## config.mk

```make
export PLATFORM = sky130hd
export DESIGN_NAME = pool2d_engine
export DESIGN_NICKNAME = d
export VERILOG_FILES = /design/src/rtl/pool2d_engine.sv
export SDC_FILE = /design/constraint.sdc
export NUM_CORES = 1
export LEC_CHECK = 0
export CAP_MARGIN = 25
export CELL_PAD_IN_SITES_DETAIL_PLACEMENT = 0
export CELL_PAD_IN_SITES_GLOBAL_PLACEMENT = 2
export CORE_AREA = 2 2 193 195
export CTS_CLUSTER_DIAMETER = 50
export DETAILED_ROUTE_END_ITERATION = 10
export DIE_AREA = 0 0 195 197
export GPL_ROUTABILITY_DRIVEN = 0
export PLACE_DENSITY = 0.95
export SLEW_MARGIN = 20
export SYNTH_ARGS = -nofsm -noshare
export SYNTH_HDL_FRONTEND = slang
export SYNTH_SLANG_ARGS = --single-unit
export TNS_END_PERCENT = 30
```

## constraint.sdc

```tcl
create_clock -name clk -period 11.75 [get_ports clk]
set_input_delay 1.175 -clock clk [delete_from_list [all_inputs] [get_ports clk]]
set_output_delay 1.175 -clock clk [all_outputs]
set_load 0.05 [all_outputs]
```

## src/rtl/pool2d_engine.sv

```systemverilog
// Parametrised K x K / stride S pooling engine (max or average) over a CHW feature map.
// Optional argmax capture and gradient routing are enabled with `define POOL_BACKPROP_EN.
module pool2d_engine #(
    parameter int DATA_W   = 16,
    parameter int FRAC     = 8,
    parameter int IN_W     = 64,
    parameter int IN_H     = 64,
    parameter int CHANNELS = 30,
    parameter int K        = 2,
    parameter int S        = 2,
    localparam int OUT_W   = (IN_W - K) / S + 1,
    localparam int OUT_H   = (IN_H - K) / S + 1,
    localparam int IA_W    = $clog2(IN_W * IN_H * CHANNELS),
    localparam int OA_W    = $clog2(OUT_W * OUT_H * CHANNELS)
) (
    input  logic              clk,
    input  logic              reset,
    input  logic              start,
    input  logic              mode,
    output logic              rd_en,
    output logic [IA_W-1:0]   rd_addr,
    input  logic [DATA_W-1:0] rd_data,
    input  logic              rd_valid,
    output logic [DATA_W-1:0] out_data,
    output logic [OA_W-1:0]   out_addr,
    output logic              out_valid,
    input  logic              out_ready,
    output logic              busy,
    output logic              done,
    input  logic [DATA_W-1:0] grad_in,
    input  logic              grad_in_valid,
    output logic              grad_in_ready,
    output logic [DATA_W-1:0] grad_out,
    output logic [IA_W-1:0]   grad_out_addr,
    output logic              grad_out_valid,
    input  logic              bwd_start,
    output logic              bwd_done
);
    localparam int LOGK  = $clog2(K);
    localparam int ACC_W = DATA_W + 2 * LOGK;
    localparam int WI_W  = (K > 1) ? $clog2(K * K) : 1;
    localparam logic [31:0] K_LAST  = 32'(K - 1);
    localparam logic [31:0] OX_LAST = 32'(OUT_W - 1);
    localparam logic [31:0] OY_LAST = 32'(OUT_H - 1);
    localparam logic [31:0] C_LAST  = 32'(CHANNELS - 1);

    typedef enum logic [2:0] {ST_IDLE, ST_FETCH, ST_EMIT, ST_BWD, ST_FIN} state_e;

    state_e                    state_q, state_d;
    logic                      pend_q, pend_d, mode_q, mode_d, bwd_q, bwd_d;
    logic [31:0]               kx_q, kx_d, ky_q, ky_d, ox_q, ox_d, oy_q, oy_d, c_q, c_d;
    logic [31:0]               ox_n_s, oy_n_s, c_n_s;
    logic signed [DATA_W-1:0]  max_q, max_d, out_data_q, out_data_d, rd_s;
    logic signed [ACC_W-1:0]   acc_q, acc_d;
    logic [WI_W-1:0]           arg_q, arg_d, wi_s;
    logic                      last_elem_s, last_win_s, rd_fire_s, gin_fire_s;
    logic                      unused_s;

    assign rd_s        = rd_data;
    assign wi_s        = WI_W'(ky_q * 32'(K) + kx_q);
    assign last_elem_s = (kx_q == K_LAST) && (ky_q == K_LAST);
    assign last_win_s  = (ox_q == OX_LAST) && (oy_q == OY_LAST) && (c_q == C_LAST);
    assign rd_fire_s   = (state_q == ST_FETCH) && pend_q && rd_valid;

    assign rd_en     = (state_q == ST_FETCH) && !pend_q;
    assign rd_addr   = IA_W'(c_q * 32'(IN_H * IN_W) + (oy_q * 32'(S) + ky_q) * 32'(IN_W)
                             + ox_q * 32'(S) + kx_q);
    assign out_addr  = OA_W'(c_q * 32'(OUT_H * OUT_W) + oy_q * 32'(OUT_W) + ox_q);
    assign out_valid = (state_q == ST_EMIT);
    assign out_data  = out_data_q;
    assign busy      = (state_q == ST_FETCH) || (state_q == ST_EMIT) || (state_q == ST_BWD);
    assign done      = (state_q == ST_FIN) && !bwd_q;

    // Scan position of the next window: ox fastest, then oy, then channel.
    always_comb begin
        ox_n_s = ox_q + 32'd1;
        oy_n_s = oy_q;
        c_n_s  = c_q;
        if (ox_q == OX_LAST) begin
            ox_n_s = 32'd0;
            if (oy_q == OY_LAST) begin
                oy_n_s = 32'd0;
                c_n_s  = c_q + 32'd1;
            end else begin
                oy_n_s = oy_q + 32'd1;
            end
        end else begin
            ox_n_s = ox_q + 32'd1;
        end
    end

    // Next-state, reduction and scan-counter logic.
    always_comb begin
        state_d    = state_q;
        pend_d     = pend_q;
        mode_d     = mode_q;
        bwd_d      = bwd_q;
        kx_d       = kx_q;
        ky_d       = ky_q;
        ox_d       = ox_q;
        oy_d       = oy_q;
        c_d        = c_q;
        max_d      = max_q;
        acc_d      = acc_q;
        arg_d      = arg_q;
        out_data_d = out_data_q;
        case (state_q)
            ST_IDLE: begin
                {kx_d, ky_d, ox_d, oy_d, c_d} = '0;
                pend_d = 1'b0;
                if (start) begin
                    state_d = ST_FETCH;
                    mode_d  = mode;
                    bwd_d   = 1'b0;
                end
`ifdef POOL_BACKPROP_EN
                else if (bwd_start) begin
                    state_d = ST_BWD;
                    bwd_d   = 1'b1;
                end
`endif
                else begin
                    state_d = ST_IDLE;
                end
            end
            ST_FETCH: begin
                if (!pend_q) begin
                    pend_d = 1'b1;
                end else if (rd_valid) begin
                    pend_d = 1'b0;
                    // First element seeds; later ones win only on strict > so ties keep the first.
                    if (wi_s == '0) begin
                        max_d = rd_s;
                        arg_d = '0;
                        acc_d = ACC_W'(rd_s);
                    end else begin
                        acc_d = acc_q + ACC_W'(rd_s);
                        if (rd_s > max_q) begin
                            max_d = rd_s;
                            arg_d = wi_s;
                        end else begin
                            max_d = max_q;
                        end
                    end
                    if (last_elem_s) begin
                        kx_d       = 32'd0;
                        ky_d       = 32'd0;
                        state_d    = ST_EMIT;
                        out_data_d = mode_q ? DATA_W'(acc_d >>> (2 * LOGK)) : max_d;
                    end else if (kx_q == K_LAST) begin
                        kx_d = 32'd0;
                        ky_d = ky_q + 32'd1;
                    end else begin
                        kx_d = kx_q + 32'd1;
                    end
                end else begin
                    pend_d = 1'b1;
                end
            end
            ST_EMIT: begin
                if (out_ready) begin
                    if (last_win_s) begin
                        state_d = ST_FIN;
                    end else begin
                        state_d = ST_FETCH;
                        ox_d    = ox_n_s;
                        oy_d    = oy_n_s;
                        c_d     = c_n_s;
                    end
                end else begin
                    state_d = ST_EMIT;
                end
            end
            ST_BWD: begin
                if (gin_fire_s) begin
                    if (last_win_s) begin
                        state_d = ST_FIN;
                    end else begin
                        ox_d = ox_n_s;
                        oy_d = oy_n_s;
                        c_d  = c_n_s;
                    end
                end else begin
                    state_d = ST_BWD;
                end
            end
            ST_FIN:  state_d = ST_IDLE;
            default: state_d = ST_IDLE;
        endcase
    end

    // State and datapath registers.
    always_ff @(posedge clk) begin
        if (reset) begin
            state_q    <= ST_IDLE;
            pend_q     <= 1'b0;
            mode_q     <= 1'b0;
            bwd_q      <= 1'b0;
            {kx_q, ky_q, ox_q, oy_q, c_q} <= '0;
            max_q      <= '0;
            acc_q      <= '0;
            arg_q      <= '0;
            out_data_q <= '0;
        end else begin
            state_q    <= state_d;
            pend_q     <= pend_d;
            mode_q     <= mode_d;
            bwd_q      <= bwd_d;
            kx_q       <= kx_d;
            ky_q       <= ky_d;
            ox_q       <= ox_d;
            oy_q       <= oy_d;
            c_q        <= c_d;
            max_q      <= max_d;
            acc_q      <= acc_d;
            arg_q      <= arg_d;
            out_data_q <= out_data_d;
        end
    end

`ifdef POOL_BACKPROP_EN
    logic [WI_W-1:0]   am_ram [OUT_W*OUT_H*CHANNELS];
    logic [WI_W-1:0]   am_s;
    logic [DATA_W-1:0] grad_out_q;
    logic [IA_W-1:0]   grad_out_addr_q;
    logic              grad_out_valid_q;

    assign am_s           = am_ram[out_addr];
    assign gin_fire_s     = (state_q == ST_BWD) && grad_in_valid;
    assign grad_in_ready  = (state_q == ST_BWD);
    assign grad_out       = grad_out_q;
    assign grad_out_addr  = grad_out_addr_q;
    assign grad_out_valid = grad_out_valid_q;
    assign bwd_done       = (state_q == ST_FIN) && bwd_q;
    assign unused_s       = FRAC[0];

    // Argmax capture on the final element of each max-mode window; never cleared.
    always_ff @(posedge clk) begin
        if (!reset && rd_fire_s && last_elem_s && !mode_q) begin
            am_ram[out_addr] <= arg_d;
        end
    end

    // Route each accepted gradient to the stored argmax position of its window.
    always_ff @(posedge clk) begin
        if (reset) begin
            grad_out_q       <= '0;
            grad_out_addr_q  <= '0;
            grad_out_valid_q <= 1'b0;
        end else begin
            grad_out_valid_q <= gin_fire_s;
            if (gin_fire_s) begin
                grad_out_q      <= grad_in;
                grad_out_addr_q <= IA_W'(c_q * 32'(IN_H * IN_W)
                                   + (oy_q * 32'(S) + 32'(am_s) / 32'(K)) * 32'(IN_W)
                                   + ox_q * 32'(S) + 32'(am_s) % 32'(K));
            end else begin
                grad_out_q      <= grad_out_q;
                grad_out_addr_q <= grad_out_addr_q;
            end
        end
    end
`else
    assign gin_fire_s     = 1'b0;
    assign grad_in_ready  = 1'b0;
    assign grad_out       = '0;
    assign grad_out_addr  = '0;
    assign grad_out_valid = 1'b0;
    assign bwd_done       = 1'b0;
    assign unused_s       = ^{grad_in, grad_in_valid, bwd_start, FRAC[0]};
`endif

endmodule

```

; After elaboration in Yosys (flattened, before gate mapping)
; Index checks and enable logic that the tools add are counted.
[op_classes]
eq_ne = 17
n_mux = 38
mul = 0
bitwise_logic = 0
n_addsub = 13
n_lt_le_gt_ge = 1
n_div = 0
reduce_logical = 20
shift = 0
[ops]
columns = cell, n
row1 = 32-bit two-way mux, 19
row2 = 32-bit case mux with 2 select lines, 5
row3 = "32-bit by 1-bit adder with 32-bit output, second input constant", 5
row4 = "32-bit by 5-bit == test with 1-bit output, second input constant", 3
row5 = "32-bit by 1-bit == test with 1-bit output, second input constant", 2
row6 = 17-bit adder, 3
row7 = 16-bit two-way mux, 3
row8 = 15-bit adder, 2
row9 = 18-bit by 16-bit adder with 18-bit output, 1
row10 = 18-bit two-way mux, 1
row11 = 16-bit > comparator, 1
row12 = 3-bit two-way mux, 5
row13 = 3-bit case mux with 4 select lines, 1
row14 = 3-bit AND reduction, 4
row15 = 4-bit AND reduction, 3
row16 = 11-bit adder, 1
row17 = "2-bit != test, second input constant", 4
row18 = "3-bit by 2-bit == test with 1-bit output, second input constant", 2
row19 = "2-bit by 1-bit != test with 1-bit output, second input constant", 3
row20 = 5-bit AND reduction, 1
row21 = 1-bit logical AND, 4
row22 = 2-bit nonzero test, 2
row23 = "3-bit by 1-bit == test with 1-bit output, second input constant", 1
row24 = "3-bit == test, second input constant", 1
row25 = 9 further kinds, 12
[word_totals]
latch_bits = 0
ff_bits = 215
ram_bits = 0
word_cells = 100
n_memories = 0
output_inout_bits = 88
rom_bits = 0
input_bits = 40

; Logic depth before layout (Yosys ltp)
[logic_depth]
word_depth = 6
mapped_depth = 18
ltp_nobuf = 18

; Worst setup path after synthesis
; Ideal clock, no wire load.
[synth_timing]
path_type = reg-to-output
startpoint = register oy_q[0]
endpoint = output rd_addr[16]
path_stages_with_launch = 18
path_slack_ps = 6187
t_required_ps = 10575
t_arrival_ps = 4388
path_buffers = 0
path_cell_list = dfxtp_1 -> ha_1 -> inv_1 -> fa_1 -> nor2b_1 -> o21ai_0 -> a21oi_1 -> nand2b_1 -> fa_1 -> inv_1 -> ha_1 -> ha_1 -> and3_1 -> a311o_1 -> a21o_1 -> a21oi_1 -> o21ai_0 -> xnor2_1
[synth_between]
elab_chain_cells = 4
[synth_rtl]
columns = element, line_no
row1 = from (decl), 51  ; logic [31:0] kx_q, kx_d, ky_q, ky_d, ox_q, ox_d, oy_q, oy_d, c_q, c_d;
row2 = from (signal assigned), 212  ; oy_q <= oy_d;
row3 = 11-bit adder, 66  ; assign rd_addr = IA_W'(c_q * 32'(IN_H * IN_W) + (oy_q * 32'(S) + ky_q) * 32'(IN_W)
row4 = 17-bit adder, 66
row5 = 17-bit adder (2 in series), 67  ; + ox_q * 32'(S) + kx_q);
row6 = to (decl), 21  ; output logic [IA_W-1:0] rd_addr,
; Every way passes these cells.

; Worst setup path in the final report
; Same ends and word-level chain as after synthesis.

==> summary.txt <==
Layout
  • Layout Utilization: 42.9%
  • Final standard cell area without fillers: 15,600 sq um
  • Area delta synth->final: 14.6%
  • Share of cells above drive strength 1: 5.45%
  • Nets: 1,837

Yosys
  • Async S/R FF share, synth: 0%
  • Syn avg cell area: 8.33 sq um
  • Cell taking the most area after synthesis: dfxtp_1
  • Ys flop type: dfxtp_1
  • EDFF count, synth: 0
  • Seq cells post-synth: 215
  • Synth unique cells: 74
  • Synth area leaders: dfxtp_1 32%, ha_1 8.4%, nor2_1 6.2%
  • Yosys Warn Count: 0
  • Seq/Total Area, Yosys: 31.7%
  • Cell Area, Synth: 13,600 sq um
  • Top cells by count, synth: 226 x nor2_1, 215 x dfxtp_1, 102 x nand2_1, 93 x xnor2_1
  • Yosys top cell area share: 31.7%
  • Cells after synthesis: roughly 1,600
  • Count leader, synth: nor2_1

Clock tree
  • H-tree Lvls: 1
  • CTS resizes: 0
  • CTS Buffer Depth: 3
  • Root Buffer: clkbuf_16
  • CTS Hold Buffers Added: 0
  • CTS tree: yes
  • CTS sink count: 215
  • TritonCTS buffer count: 30
  • Worst-Skew Late Latency: approximately 0.58 ns
  • Clock-pin slew on the worst setup and hold paths: 0.06 ns
  • Postcts setup bufs: 0

Detailed routing
  • DRT Pass-1 Iters: 5
  • Post-Route WL: roughly 33,000 um
  • # DRC: 0
  • Vias per cell: 5.20
  • DR iter-0 viols: 667
  • Final ANT Viol Nets: 0
  • Via count: ~11,000
  • Drt wl/cell: 15.3 um

Setup path
  • Critical path, cell by cell: ha_1 > inv_1 > fa_1 > nor2b_1 > o21ai_0 > a21oi_1 > nand2b_1 > fa_1 > inv_1 > ha_1 > ha_1 > and3_1 > a311o_1 > a21o_1 > a21oi_1 > o21ai_0 > xnor2_1 > clkdlybuf4s50_1
  • Worst Path Arrival: between 5 and 6 ns
  • Reg2Reg Depth: 9
  • Worst setup SP type: register
  • CP max stage cell: clkdlybuf4s50_1
  • CP Launch Point: oy_q[0]$_SDFFE_PP0P_
  • Cell mode on critical path: ha_1
  • Reg2Reg Setup Slack: between 8 and 9 ns
  • Critical Path Fanout Max: 6
  • Slowest stage delay, CP: 0.82 ns
  • Crit end category: primary output
  • Worst Path Required: 10.58 ns
  • Crit Path Class: reg -> out
  • Reg-to-Reg End: c_q[22]$_SDFFE_PP0P_
  • Crit path capture: rd_addr[16]
  • Reg2reg start: ox_q[0]$_SDFFE_PP0P_

STA
  • Slew margin rel.: 39.6%
  • Fin. Hold Viols: 0
  • Setup TNS: 0 ns
  • Fin. max-slew vios: 0
  • Setup violators final: 0
  • Clk_skew: 0.0306 ns
  • Period utilization: roughly 56%
  • Max Clock Freq: ~150 MHz
  • Unrepaired setup endpoints after global routing: no
  • Slew @ Worst Pin: 0.906 ns
  • Final min period: 6.64 ns
  • Setup ws final: 5.11 ns

Global route
  • First-pass GRT wire length: between 50,000 and 60,000 um
  • Vias in the first global route: 10,700
  • Grt total ovfl: 0
  • Total track usage: 17.2%
  • Largest net degree at the start of global routing: slightly above 60
  • Initial antenna violation count: 2

Floorplan
  • IO Pins: 128
  • Die X: between 150 and 200 um
  • Core Box Area: 36,300 sq um
  • Die Area: roughly 38,000 sq um
  • Initial Util: 37.5%
  • # rows: 70
  • Die height: 197 um

Power
  • Clock network power share: a little under half
  • Comb pwr share: 12.4%
  • Sw power: 0.526 mW
  • Switching Fraction: 28.5%
  • Max VDD drop: 0.125 mV
  • Lkg Pwr: 5.84 nW
  • PD cells: ~120 nW/um^2
  • Internal Power: between 1 and 1.5 mW
  • Power Total: roughly 1.8 mW
  • Flop pwr share: between 40% and 50%

Job
  • Max cap viols: 0

Run status
  • Status: completed

Placed design
  • Cell Area, Placed: 14,600 sq um
  • Post-Place Setup Slack: around 5.7 ns
  • Final HPWL DP: 23,700 um
  • IO Port Bufs: 73

Min path
  • Hold Path Class: reg -> reg
## routing by layer
layer | vias up | routed length [um] | global-route usage [%]
li1 | 5811 | - | -
met1 | 5237 | 16300 | 23.8
met2 | 208 | 14600 | 27.8
met3 | 54 | 1570 | 2.89
met4 | 0 | 741 | 4.38
met5 | - | 0 | 0
## critical path: cells and delay by family (launching register included)
family	cells	cell delay (ns)
and+or+nand+nor	3	0.46
AOI/OAI and AO/OA	6	1.25
DFF	1	0.48
buffers and inverters	3	0.94
xor gates and xnor gates	1	0.14
adders and majority gates	5	1.63
## registers in the layout, summed over array words and instances, names as in the netlist
register,count
out_data,16
max_q,16
kx_q,32
c_q,32
state_q,3
oy_q,32
pend_q,1
acc_q,18
ky_q,32
ox_q,32
mode_q,1
## power by group through the flow
stage / clock [mW] / combinational [mW] / sequential [mW]
2_1_floorplan: 0 / 0.179 / 0.756
3_3_place_gp: 0 / 0.226 / 0.759
3_5_place_dp: 0 / 0.227 / 0.760
4_1_cts: 0.900 / 0.229 / 0.744
5_1_grt: 0.928 / 0.251 / 0.744
6_report: 0.872 / 0.229 / 0.744
## worst min path at each step
stage | to | slack [ns] | from | cells past startpoint
finish | out_data[7]$_SDFFE_PP0P_ | 0.47 | out_data[7]$_SDFFE_PP0P_ | 1
global route | acc_q[7]$_SDFFE_PP0P_ | 0.48 | acc_q[7]$_SDFFE_PP0P_ | 2
CTS | acc_q[7]$_SDFFE_PP0P_ | 0.47 | acc_q[7]$_SDFFE_PP0P_ | 2
detailed placement | acc_q[7]$_SDFFE_PP0P_ | 0.46 | acc_q[7]$_SDFFE_PP0P_ | 2
global placement | out_data[7]$_SDFFE_PP0P_ | 0.44 | out_data[7]$_SDFFE_PP0P_ | 1
floorplan | acc_q[3]$_SDFFE_PP0P_ | 0.44 | acc_q[3]$_SDFFE_PP0P_ | 2
## cells in the final DEF (no fill, tap or decap), types with 6 or more instances in the layout
| cell | Yosys | final |
|---|---|---|
| a21oi_1 | 91 | 91 |
| or2_2 | 6 | 7 |
| nand2b_1 | 8 | 7 |
| inv_1 | 73 | 73 |
| conb_1 | 1 | 36 |
| dfxtp_1 | 215 | 215 |
| xnor2_1 | 93 | 93 |
| o211ai_1 | 8 | 8 |
| o21bai_1 | 7 | 7 |
| and4_1 | 22 | 22 |
| nor3_1 | 36 | 36 |
| nor2b_1 | 9 | 9 |
| nor2_1 | 226 | 225 |
| or4_1 | 12 | 12 |
| fa_1 | 22 | 22 |
| a211oi_1 | 31 | 30 |
| nor4_1 | 42 | 42 |
| o21ai_0 | 40 | 40 |
| and3_1 | 33 | 33 |
| buf_4 | 42 | 12 |
| nand4_1 | 41 | 41 |
| a31oi_1 | 7 | 7 |
| nand3_1 | 74 | 74 |
| clkdlybuf4s50_1 | 0 | 72 |
| xor2_1 | 71 | 71 |
| and2_1 | 13 | 13 |
| nand2_1 | 102 | 102 |
| mux2i_1 | 32 | 32 |
| o22ai_1 | 6 | 6 |
| ha_1 | 91 | 91 |
| or3_1 | 20 | 20 |
| clkbuf_16 | 0 | 30 |
| a21o_1 | 14 | 14 |
| a22o_1 | 8 | 8 |
## logic make-up after synthesis
kind of cell / Yosys count / synth area share [%]
flip-flops: 215 / 31.7
AND/OR/NAND/NOR: 673 / 25.1
multiplexers: 35 / 2.61
other: 1 / 0.0276
AO/OA/AOI/OAI: 256 / 12.3
buffers and inverters: 175 / 6.04
adder cells (fa/ha/maj): 113 / 11.6
XOR/XNOR: 164 / 10.6
## layout make-up
type / count / area (sq um)
multi-input combinational: 1277 / 8610
inverter: 74 / 278
sequential: 215 / 4300
clock buffer: 39 / 825
antenna: 2 / 5.00
tap: 468 / 586
timing repair buffer: 86 / 827
fill: 3586 / 20700
clock inverter: 15 / 139
## through the flow
step / hold slack [ns] / instances
after floorplan: 0.440 / 1667
after global placement: 0.444 / 2118
after detailed placement: 0.459 / 2118
after CTS: 0.468 / 2172
after global routing: 0.480 / 2174
final: 0.467 / 2176
(Power assumes the default switching activity.)
==> edit, RTL diff (config.mk and constraints unchanged) <==
Re-encode `state_e` (5 states) as Gray code, 3 bits wide.
--- a/src/rtl/pool2d_engine.sv
+++ b/src/rtl/pool2d_engine.sv
@@ -45,5 +45,5 @@
     localparam logic [31:0] C_LAST  = 32'(CHANNELS - 1);
 
-    typedef enum logic [2:0] {ST_IDLE, ST_FETCH, ST_EMIT, ST_BWD, ST_FIN} state_e;
+    typedef enum logic [2:0] {ST_IDLE = 3'b000, ST_FETCH = 3'b001, ST_EMIT = 3'b011, ST_BWD = 3'b010, ST_FIN = 3'b110} state_e;
 
     state_e                    state_q, state_d;
Check against the original RTL: no difference found for any inputs over 4 cycles, from zero or initial values and one cycle with reset high; so few cycles prove little.
==> edit against the unedited design <==
- cell area fell by 1.9%
- sequential share of layout area rose by 0.54 points
- first-iteration DRC count fell by 17%
- setup slack got worse by 0.072 ns
- sequential cell count did not move
- synthesized area fell by 2.2%
- register-to-register slack improved by 0.08 ns
- total power rose by 5.3%
- routed wire length rose by 2.1%
- via count fell by 1.5%
- critical endpoint unchanged
- largest power group unchanged
==> edit: results (changes against the unedited design) <==
stage,metric,value,unit,change
synth,synth_common_cells,"232 x nor2_1, 215 x dfxtp_1, 136 x nand2_1",,"was 226 x nor2_1, 215 x dfxtp_1, 102 x nand2_1"
routing,routed.top_layer,met4,,unchanged
clocking,cts_resized,0,,unchanged
routing,routed_wl,33900,um,was 33200 um
global_route,grt_max_degree,61,,was 62
power,intPower,1.41,mW,was 1.32 mW
layout,drive_above_1_share,4.89,%,was 5.45%
routing,viasPerCell,5.20,,about the same
power,p_clk,0.953,mW,was 0.872 mW
worst_setup_path,cpLargestDelayFamily,adder cells,,unchanged
worst_setup_path,crit_fanout,6,,unchanged
clocking,cts_buffers,29,,was 30
worst_setup_path,max_stage_delay,0.87,ns,was 0.82 ns
worst_setup_path,critPathSlowestCell,clkdlybuf4s50_1,,unchanged
power,clkPwrFrac,49.1,%,was 47.3%
routing,initialDrtViolationCount,556,,was 667
routing,met3_length,1500,um,was 1570 um
global_route,grt_first_pass_wirelength,55100,um,was 54900 um
synth,ys_seq_area_share,32.4,%,was 31.7%
clocking,worst_setup_hold_path_clk_slew,0.06,ns,about the same
layout,antenna_cells,0,,was 2
power,p_comb_share,12.5,%,
routing,wl_met1,16200,um,was 16300 um
worst_setup_path,critical_path_arrival,5.53,ns,was 5.46 ns
global_route,grt_usage,17.5,%,was 17.2%
global_route,grt_pass1_vias,10600,,was 10.7k
timing,slew_headroom,26.5,%,was 39.6%
layout,fin_nets,1810,,was 1837
worst_setup_path,ff2ff_setup_slack,8.12,ns,was 8.04 ns
clocking,clk_latency,0.54,ns,was 0.58 ns
placement,place_area,14200,sq um,was 14600 sq um
synth,netlist-cell-type-count,65,,was 74
placement,place_hpwl,24400,um,was 23700 um
routing,met2_length,15400,um,was 14600 um
layout,nFillCells,3684,,was 3586
power,irDropWorstVdd,0.000109,V,was 0.000125 V
synth,synth.area.top_cells,"dfxtp_1 32%, ha_1 8.6%, xor2_1 7.1%",,"was dfxtp_1 32%, ha_1 8.4%, nor2_1 6.2%"
routing,firstDrtPassIters,5,,unchanged
timing,finalClockSkew,0.00918,ns,was 0.0306 ns
clocking,htreeDepth,1,,unchanged
status,status,finished clean,,unchanged
clocking,postCtsSetupRepairBufs,0,,unchanged
synth,ys_warn_count,0,,unchanged
global_route,antenna_found_initial,0,,was 2
power,p_leak,6.02,nW,was 5.84 nW
edit: cell types whose count changed after synthesis, sizes merged, moves of 7 or more:
cell / unedited run / this run
a211oi: 31 / 21
a21o: 14 / 22
buf: 51 / 59
mux2i: 32 / 24
nand2: 102 / 136
nand3: 74 / 66
nand4: 41 / 48
nor3: 36 / 25
or3: 20 / 11
or4: 12 / 4
xnor2: 93 / 65
xor2: 71 / 108
edit: cells by family after synthesis:
| logic type | synth area share [%] |
|---|---|
| compound gates | 11.4 |
| xor+xnor | 11.4 |
| fa+ha+maj | 11.9 |
| buf+inv | 6.30 |
| flops | 32.4 |
| mux | 1.89 |
| other cells | 0.0282 |
| simple gates | 24.7 |
edit: per-stage QoR:
stage          instances  hold WS, ns  worst slack, ns
2_1_floorplan       1648        0.436             6.33
3_3_place_gp        2091        0.433             5.62
3_5_place_dp        2093        0.443             5.63
4_1_cts             2143        0.454             5.02
5_1_grt             2144        0.486             4.68
6_report            2144        0.453             5.04
edit: path summary, 6_finish.rpt:
kind / start / end / cells after the start
worst max register to register: kx_q[0] / out_data[12] / 9
worst min register to register: max_q[2] / max_q[2] / 2
worst min-delay path: max_q[2] / max_q[2] / 2
worst max-delay path: oy_q[0] / rd_addr[16] / 18
edit: final cells by class:
| class | count | area [sq um] | share of cell area (%) |
|---|---|---|---|
| multi-input cells | 1260 | 8280 | 54.2 |
| flip-flops and latches | 215 | 4300 | 28.2 |
| repair buffers | 81 | 797 | 5.22 |
| clock buffers | 34 | 785 | 5.14 |
| well taps | 468 | 586 | 3.83 |
| inverters | 70 | 263 | 1.72 |
| clock inverters | 16 | 254 | 1.66 |
edit: routing by layer:
layer  vias to the layer above  global-route usage (%)
li1                       5626                       -
met4                         0                    4.41
met5                         -                       0
met3                        45                    2.00
met2                       214                    29.3
met1                      5254                    24.0
